[src/rtl/aes_128_inv_pkg.sv]
// Shared types and constants for the AES-128 inverse-cipher round controller.
package aes_128_inv_pkg;

   localparam int NR            = 10;
   localparam int CLK_PER_ROUND = 3;
   localparam int ROUND_CNT_MAX = 29;
   localparam int KEY_ADDR_W    = 4;
   localparam int CNT_W         = 5;

   typedef enum logic [2:0] {
      IDLE,
      KEXP,
      INIT,
      ROUND,
      DONE
   } state_t;

endpackage

[src/rtl/aes_128_inv_control_3clk_if.sv]
// Request/status and round-key store handshake between the controller and its datapath.
interface aes_128_inv_control_3clk_if;

   logic                                  in_en;
   logic                                  new_key;
   logic                                  key_step;
   logic                                  key_wr_en;
   logic                                  key_rd_en;
   logic [aes_128_inv_pkg::KEY_ADDR_W-1:0] key_addr;
   logic                                  en_invmixcol;
   logic                                  busy;
   logic                                  out_en;
   logic                                  in_en_collision_irq_pulse;

   modport master (
      output in_en, new_key,
      input  key_step, key_wr_en, key_rd_en, key_addr,
             en_invmixcol, busy, out_en, in_en_collision_irq_pulse
   );

   modport slave (
      input  in_en, new_key,
      output key_step, key_wr_en, key_rd_en, key_addr,
             en_invmixcol, busy, out_en, in_en_collision_irq_pulse
   );

endinterface

[src/rtl/aes_128_round_timer.sv]
// Free-running 0..29 round counter with a mod-3 phase and a round index (0..9).
module aes_128_round_timer
   import aes_128_inv_pkg::*;
(
   input  logic                  clk,
   input  logic                  kill_n,
   input  logic                  i_clr,
   output logic [CNT_W-1:0]      o_count,
   output logic [KEY_ADDR_W-1:0] o_round_idx,
   output logic                  o_phase0,
   output logic                  o_phase2
);

   logic [CNT_W-1:0]      r_count;
   logic [1:0]            r_phase;
   logic [KEY_ADDR_W-1:0] r_round_idx;

   // NOTE: sequential state uses non-blocking assignments so every register samples pre-edge values.
   always_ff @(posedge clk) begin
      if (!kill_n || i_clr) begin
         r_count     <= '0;
         r_phase     <= '0;
         r_round_idx <= '0;
      end else begin
         r_count <= (r_count == CNT_W'(ROUND_CNT_MAX)) ? '0 : r_count + CNT_W'(1);
         if (r_phase == 2'(CLK_PER_ROUND - 1)) begin
            r_phase     <= '0;
            r_round_idx <= (r_round_idx == KEY_ADDR_W'(NR - 1)) ? '0 : r_round_idx + KEY_ADDR_W'(1);
         end else begin
            r_phase <= r_phase + 2'd1;
         end
      end
   end

   assign o_count     = r_count;
   assign o_round_idx = r_round_idx;
   assign o_phase0    = (r_phase == 2'd0);
   assign o_phase2    = (r_phase == 2'(CLK_PER_ROUND - 1));

endmodule

[src/rtl/aes_128_inv_control_3clk.sv]
// AES-128 decryption sequencer: optional key expansion, initial AddRoundKey, 10 rounds of 3 clocks.
// Optional key caching across requests is enabled by defining AES_INV_KEY_CACHE_EN.
module aes_128_inv_control_3clk
   import aes_128_inv_pkg::*;
(
   input  logic                          clk,
   input  logic                          kill_n,
   aes_128_inv_control_3clk_if.slave     bus
);

   state_t                r_state;
   state_t                w_state_nxt;
   logic                  w_timer_clr;
   logic [CNT_W-1:0]      w_count;
   logic [KEY_ADDR_W-1:0] w_round_idx;
   logic                  w_phase0;
   logic                  w_phase2;
   logic                  w_cnt_last;
   logic                  w_busy;
   logic                  w_need_kexp;
   logic                  r_collision;

   aes_128_round_timer u_timer (
      .clk         (clk),
      .kill_n      (kill_n),
      .i_clr       (w_timer_clr),
      .o_count     (w_count),
      .o_round_idx (w_round_idx),
      .o_phase0    (w_phase0),
      .o_phase2    (w_phase2)
   );

   assign w_cnt_last = (w_count == CNT_W'(ROUND_CNT_MAX));
   assign w_busy     = (r_state == KEXP) || (r_state == INIT) || (r_state == ROUND);

`ifdef AES_INV_KEY_CACHE_EN
   logic r_key_cached;

   // Only a completed expansion marks the store valid; a kill mid-expansion leaves it invalid.
   always_ff @(posedge clk) begin
      if (!kill_n) begin
         r_key_cached <= 1'b0;
      end else if (r_state == KEXP && w_cnt_last) begin
         r_key_cached <= 1'b1;
      end
   end

   assign w_need_kexp = bus.new_key | ~r_key_cached;
`else
   // Without a cache every request re-expands, whatever new_key says.
   assign w_need_kexp = bus.new_key | 1'b1;
`endif

   always_ff @(posedge clk) begin
      if (!kill_n) begin
         r_state     <= IDLE;
         r_collision <= 1'b0;
      end else begin
         r_state     <= w_state_nxt;
         r_collision <= bus.in_en & w_busy;
      end
   end

   // NOTE: every always_comb output gets a default first so no path can infer a latch.
   always_comb begin
      w_state_nxt = r_state;
      case (r_state)
         IDLE:    if (bus.in_en) w_state_nxt = w_need_kexp ? KEXP : INIT;
         KEXP:    if (w_cnt_last) w_state_nxt = INIT;
         INIT:    w_state_nxt = ROUND;
         ROUND:   if (w_cnt_last) w_state_nxt = DONE;
         DONE:    w_state_nxt = bus.in_en ? (w_need_kexp ? KEXP : INIT) : IDLE;
         default: w_state_nxt = IDLE;
      endcase
   end

   // The counter restarts on every entry to a counted state, including DONE -> KEXP.
   assign w_timer_clr = ((w_state_nxt == KEXP)  && (r_state != KEXP)) ||
                        ((w_state_nxt == ROUND) && (r_state != ROUND));

   always_comb begin
      bus.key_step     = 1'b0;
      bus.key_wr_en    = 1'b0;
      bus.key_rd_en    = 1'b0;
      bus.key_addr     = '0;
      bus.en_invmixcol = 1'b0;
      case (r_state)
         KEXP: begin
            bus.key_step = w_phase0;
            if (w_count == '0) begin
               bus.key_wr_en = 1'b1;
            end else if (w_phase2) begin
               bus.key_wr_en = 1'b1;
               bus.key_addr  = w_round_idx + KEY_ADDR_W'(1);
            end
         end
         INIT: begin
            bus.key_rd_en = 1'b1;
            bus.key_addr  = KEY_ADDR_W'(NR);
         end
         ROUND: begin
            if (w_phase0) begin
               bus.key_rd_en = 1'b1;
               bus.key_addr  = KEY_ADDR_W'(NR - 1) - w_round_idx;
            end
            // The last round skips InvMixColumns.
            bus.en_invmixcol = (w_count <= CNT_W'(ROUND_CNT_MAX - CLK_PER_ROUND));
         end
         default: ;
      endcase
   end

   assign bus.busy                      = w_busy;
   assign bus.out_en                    = (r_state == DONE);
   assign bus.in_en_collision_irq_pulse = r_collision;

endmodule

[src/flat_wrapper.sv]
// flat-port wrapper written by rule: the top's interface ports become plain ports
module aes_128_inv_control_3clk_flat import aes_128_inv_pkg::*;
  (clk, kill_n, bus_in_en, bus_new_key, bus_key_step, bus_key_wr_en, bus_key_rd_en, bus_key_addr, bus_en_invmixcol, bus_busy, bus_out_en, bus_in_en_collision_irq_pulse);
  aes_128_inv_control_3clk_if bus_i ();
  input  logic clk;
  input  logic kill_n;
  input wire logic [$bits(bus_i.in_en)-1:0] bus_in_en;
  input wire logic [$bits(bus_i.new_key)-1:0] bus_new_key;
  output wire logic [$bits(bus_i.key_step)-1:0] bus_key_step;
  output wire logic [$bits(bus_i.key_wr_en)-1:0] bus_key_wr_en;
  output wire logic [$bits(bus_i.key_rd_en)-1:0] bus_key_rd_en;
  output wire logic [$bits(bus_i.key_addr)-1:0] bus_key_addr;
  output wire logic [$bits(bus_i.en_invmixcol)-1:0] bus_en_invmixcol;
  output wire logic [$bits(bus_i.busy)-1:0] bus_busy;
  output wire logic [$bits(bus_i.out_en)-1:0] bus_out_en;
  output wire logic [$bits(bus_i.in_en_collision_irq_pulse)-1:0] bus_in_en_collision_irq_pulse;
  assign bus_i.in_en = bus_in_en;
  assign bus_i.new_key = bus_new_key;
  assign bus_key_step = bus_i.key_step;
  assign bus_key_wr_en = bus_i.key_wr_en;
  assign bus_key_rd_en = bus_i.key_rd_en;
  assign bus_key_addr = bus_i.key_addr;
  assign bus_en_invmixcol = bus_i.en_invmixcol;
  assign bus_busy = bus_i.busy;
  assign bus_out_en = bus_i.out_en;
  assign bus_in_en_collision_irq_pulse = bus_i.in_en_collision_irq_pulse;
  aes_128_inv_control_3clk u_core (.clk(clk), .kill_n(kill_n), .bus(bus_i));
endmodule
[config.mk]
export PLATFORM = sky130hd
export DESIGN_NAME = aes_128_inv_control_3clk_flat
export DESIGN_NICKNAME = d
export VERILOG_FILES = /design/src/rtl/aes_128_inv_pkg.sv /design/src/rtl/aes_128_inv_control_3clk_if.sv /design/src/rtl/aes_128_round_timer.sv /design/src/rtl/aes_128_inv_control_3clk.sv /design/src/flat_wrapper.sv
export SDC_FILE = /design/constraint.sdc
export NUM_CORES = 1
export LEC_CHECK = 0
export CORE_MARGIN = 2
export CORE_UTILIZATION = 55
export CTS_CLUSTER_SIZE = 8
export DETAILED_ROUTE_END_ITERATION = 12
export GPL_TIMING_DRIVEN = 0
export PLACE_DENSITY = 0.84
export SYNTH_ARGS = -nofsm -noshare
export SYNTH_HDL_FRONTEND = slang
export SYNTH_SLANG_ARGS = --single-unit
[constraint.sdc]
create_clock -name clk -period 3.5 [get_ports clk]
set_clock_uncertainty 0.05 [all_clocks]
set_input_delay 0.7 -clock clk [delete_from_list [all_inputs] [get_ports clk]]
set_output_delay 0.7 -clock clk [all_outputs]
set_load 0.02 [all_outputs]
==> qor.txt <==
SETUP PATH
-----------------------------------------------------------------------------------------------
Critical register-to-register path endpoint                                        u_core.r_state[1]
Start of the worst register-to-register path                                       u_core.u_timer.o_count[1]
Highest net fanout along the worst path                                                      10
Arrival time of the worst setup path                                                    2.24 ns
Setup crit end kind                                                                primary output
Crit path launch                                                                   u_core.u_timer.r_phase[0]
Worst Path Class, Setup                                                            register to primary output
Crit path launch type                                                                  register
Data required time at the worst endpoint                                                2.75 ns
Reg-to-reg slack, setup                                                                 2.03 ns
FF-to-FF path depth                                                                           6
Critical path capture point                                                        bus_key_addr[0]

SYNTH
-----------------------------------------------------------------------------------------------
Async set or reset register ratio after synthesis                                            0%
Most common flop cell mapped by yosys                                              sky130_fd_sc_hd__dfxtp_1
Number of storage elements in the synthesis netlist                                          15
Synth Net Count                                                                             120
Xor and xnor fraction of the mapped netlist area                                         5.179%
Post-synthesis cell type count                                                               38
Mean cell area of the mapped netlist                                                  9.483 µm²
Cell count after synthesis                                                                  107
Proportion of synthesized area in mux cells                                                  0%
Area share of fa/ha/maj cells after synthesis                                            11.10%
Post-Synth Simple-Gate Area                                                              29.96%
Synth Cell Area                                                                        1015 µm²
Part of the Yosys area used for sequential elements                                      29.59%
Number of enable flip-flop cells after synthesis                                              0
Dominant combinational cell family by area after synthesis                         simple AND/OR/NAND/NOR gates
Synth Area in Compound Gates                                                             15.78%
Number of warning messages in the yosys log                                                   0

ROUTING
-----------------------------------------------------------------------------------------------
Vias per cell                                                                             5.530
Post-detailed-routing wire length                                                       2002 µm
Number of violations reported at the end of detailed-routing iteration 0                      2
Detailed Routing Iterations Pass 1                                                            4
Remaining design rule violation count                                                         0
Residual antenna-violating net count after detailed routing                                   0
Via count                                                                                   824
DR WL/cell                                                                             13.44 µm

FLOORPLANNING
-----------------------------------------------------------------------------------------------
Number of cell rows                                                                          15
Chip height                                                                            46.95 µm
Die area                                                                               2204 µm²
Boundary Pins                                                                                15
Area of the placeable core                                                             1727 µm²
Effective utilization at floorplan                                                       58.77%
Die span in x                                                                          46.95 µm

PWR
-----------------------------------------------------------------------------------------------
Peak supply drop                                                                    0.0002871 V
Pwr per Cell Area                                                                  308.5 nW/µm²
Leakage                                                                               0.4534 nW
Total power of the final layout                                                     0.0003714 W

CELLS AND AREA
-----------------------------------------------------------------------------------------------
Antenna cells                                                                                 0
Total area of multi-input combinational cells                                         629.4 µm²
Count of nets after finishing                                                               138
Commonest cells after routing, fill and taps aside                                 sky130_fd_sc_hd__dfxtp_1, sky130_fd_sc_hd__clkdlybuf4s50_1, sky130_fd_sc_hd__inv_1
Commonest non-fill, non-tap cell in the layout                                     sky130_fd_sc_hd__dfxtp_1
Reg area                                                                              300.3 µm²
Layout overhead on the synthesized area                                                  18.62%
Fraction of layout instances using a drive strength above 1                              18.55%
Number of fill cells in the layout                                                          146

GRT
-----------------------------------------------------------------------------------------------
GRT Total Usage                                                                          21.59%
Maximum number of pins on one net before global-route repair                                 11
Total overflow reported by the global router                                                  0
Number of antenna violations at the first check in global routing                             0
Wire length of the first global-routing pass                                            3312 µm
Via count of the first global-routing pass                                                  734

CTS
-----------------------------------------------------------------------------------------------
Insertion delay to the later sink of the worst-skew pair                                0.29 ns
TritonCTS Buffers                                                                             3
Post-CTS setup buffer count                                                                   0
Clock input transition at the sequential cells of the worst setup and hold paths        0.10 ns
Buffer depth of the longest clock path                                                        2
Total of cells resized after clock tree synthesis                                             0
Hold buffer count at cts                                                                      0
TritonCTS clock tree                                                                        yes
Num Clock Sinks                                                                              15
Buffer cell driving the clock tree root                                            sky130_fd_sc_hd__clkbuf_4
H-tree levels                                                                                 1

TIMING
-----------------------------------------------------------------------------------------------
Max Clk Rate                                                                         0.3350 GHz
Least-Margin Pin Slew                                                                 0.3063 ns
Setup violations, final                                                                       0
Max-slew headroom at the worst pin                                                       79.58%
Minimum period implied by the final worst setup slack                                  2.985 ns
Setup repair after global routing missed its margin                                          no
Aggregate negative setup slack                                                             0 ns
Fin. max-slew vios                                                                            0
Crit share post-route                                                                    85.30%
Final hold vios                                                                               0

JOB
-----------------------------------------------------------------------------------------------
Number of violations of the max-capacitance limit                                             0

PLACE
-----------------------------------------------------------------------------------------------
Dpl hpwl                                                                                1566 µm
Routability-driven placement congestion ratio                                            0.8454
IO buf count                                                                                 13

WORST HOLD PATH
-----------------------------------------------------------------------------------------------
Worst hold path class                                                              register to register

STATUS
-----------------------------------------------------------------------------------------------
Run status                                                                            completed

[flip-flops by register name, summed over array words and instances, names as in the netlist]
| register | cells |
|---|---|
| u_core.bus.in_en_collision_irq_pulse | 1 |
| u_core.u_timer.o_round_idx | 4 |
| u_core.r_state | 3 |
| u_core.u_timer.o_count | 5 |
| u_core.u_timer.r_phase | 2 |
[synthesized netlist by cell type, drive strengths merged (3+ instances only)]
| cell type | n | share of area, % |
|---|---|---|
| nor4 | 6 | 7.6 |
| inv | 12 | 4.4 |
| xnor2 | 3 | 2.6 |
| buf | 5 | 3.9 |
| a211oi | 5 | 4.7 |
| ha | 9 | 11 |
| a21oi | 5 | 2.8 |
| nand3 | 7 | 3.5 |
| xor2 | 3 | 2.6 |
| nand2 | 6 | 2.2 |
| dfxtp | 15 | 30 |
[final cells by class]
type	count	share of cell area [%]
Clock inverter	1	0.4158
Buffer	5	3.326
Clock buffer	3	1.871
Inverter	12	3.742
Timing Repair Buffer	13	10.81
Multi-Input combinational cell	75	52.29
Tap cell	25	2.599
Sequential cell	15	24.95
[worst min-delay path by stage]
stage / from / end / slack [ns] / cells after the start
floorplan: u_core.u_timer.r_phase[0] / u_core.u_timer.r_phase[0] / 0.37 / 1
global placement: u_core.u_timer.r_phase[0] / u_core.u_timer.r_phase[0] / 0.38 / 1
detailed placement: u_core.u_timer.r_phase[0] / u_core.u_timer.r_phase[0] / 0.38 / 1
CTS: u_core.u_timer.r_phase[0] / u_core.u_timer.r_phase[0] / 0.39 / 1
global route: u_core.u_timer.r_phase[0] / u_core.u_timer.r_phase[0] / 0.40 / 1
finish: u_core.u_timer.r_phase[0] / u_core.u_timer.r_phase[0] / 0.39 / 1
[power by group]
part / switching [W] / total, W / internal [W]
Clock: 0.0000597 / 0.000102 / 0.0000425
Sequential: 0.00000689 / 0.000184 / 0.000177
Combinational: 0.0000477 / 0.0000849 / 0.0000371
[cell families after synthesis]
kind of cell | Yosys count
flops | 15
simple gates | 39
compound gates | 21
xor+xnor | 6
fa+ha+maj | 9
buf+inv | 17
[routing by layer]
layer / global-route usage [%] / share of wire, % / up-vias
met5: 0 / 0 / -
met4: 8.333 / 1.1 / 0
met3: 2.308 / 2.7 / 4
met2: 40.00 / 53 / 14
met1: 25.17 / 43 / 392
li1: - / - / 414
[per-stage QoR]
step / instance area (µm²) / setup slack, ns / hold WS [ns] / instances / util, %
after floorplan: 1015 / 1.234 / 0.3665 / 107 / -
after global placement: 1176 / 0.8800 / 0.3787 / 145 / 68.12
after detailed placement: 1176 / 0.8301 / 0.3767 / 145 / 68.12
after CTS: 1204 / 0.4950 / 0.3899 / 149 / 69.71
after global routing: 1204 / 0.3659 / 0.4029 / 149 / 69.71
final: 1204 / 0.5146 / 0.3868 / 149 / 69.71
[critical path, cell delays in order (launching register included)]
cell	delay, ns
sky130_fd_sc_hd__dfxtp_1	0.33
sky130_fd_sc_hd__inv_1	0.09
sky130_fd_sc_hd__ha_1	0.22
sky130_fd_sc_hd__buf_2	0.27
sky130_fd_sc_hd__nand3_1	0.15
sky130_fd_sc_hd__a211oi_2	0.25
sky130_fd_sc_hd__clkdlybuf4s50_1	0.63
Power figures use the tool's default switching activity.
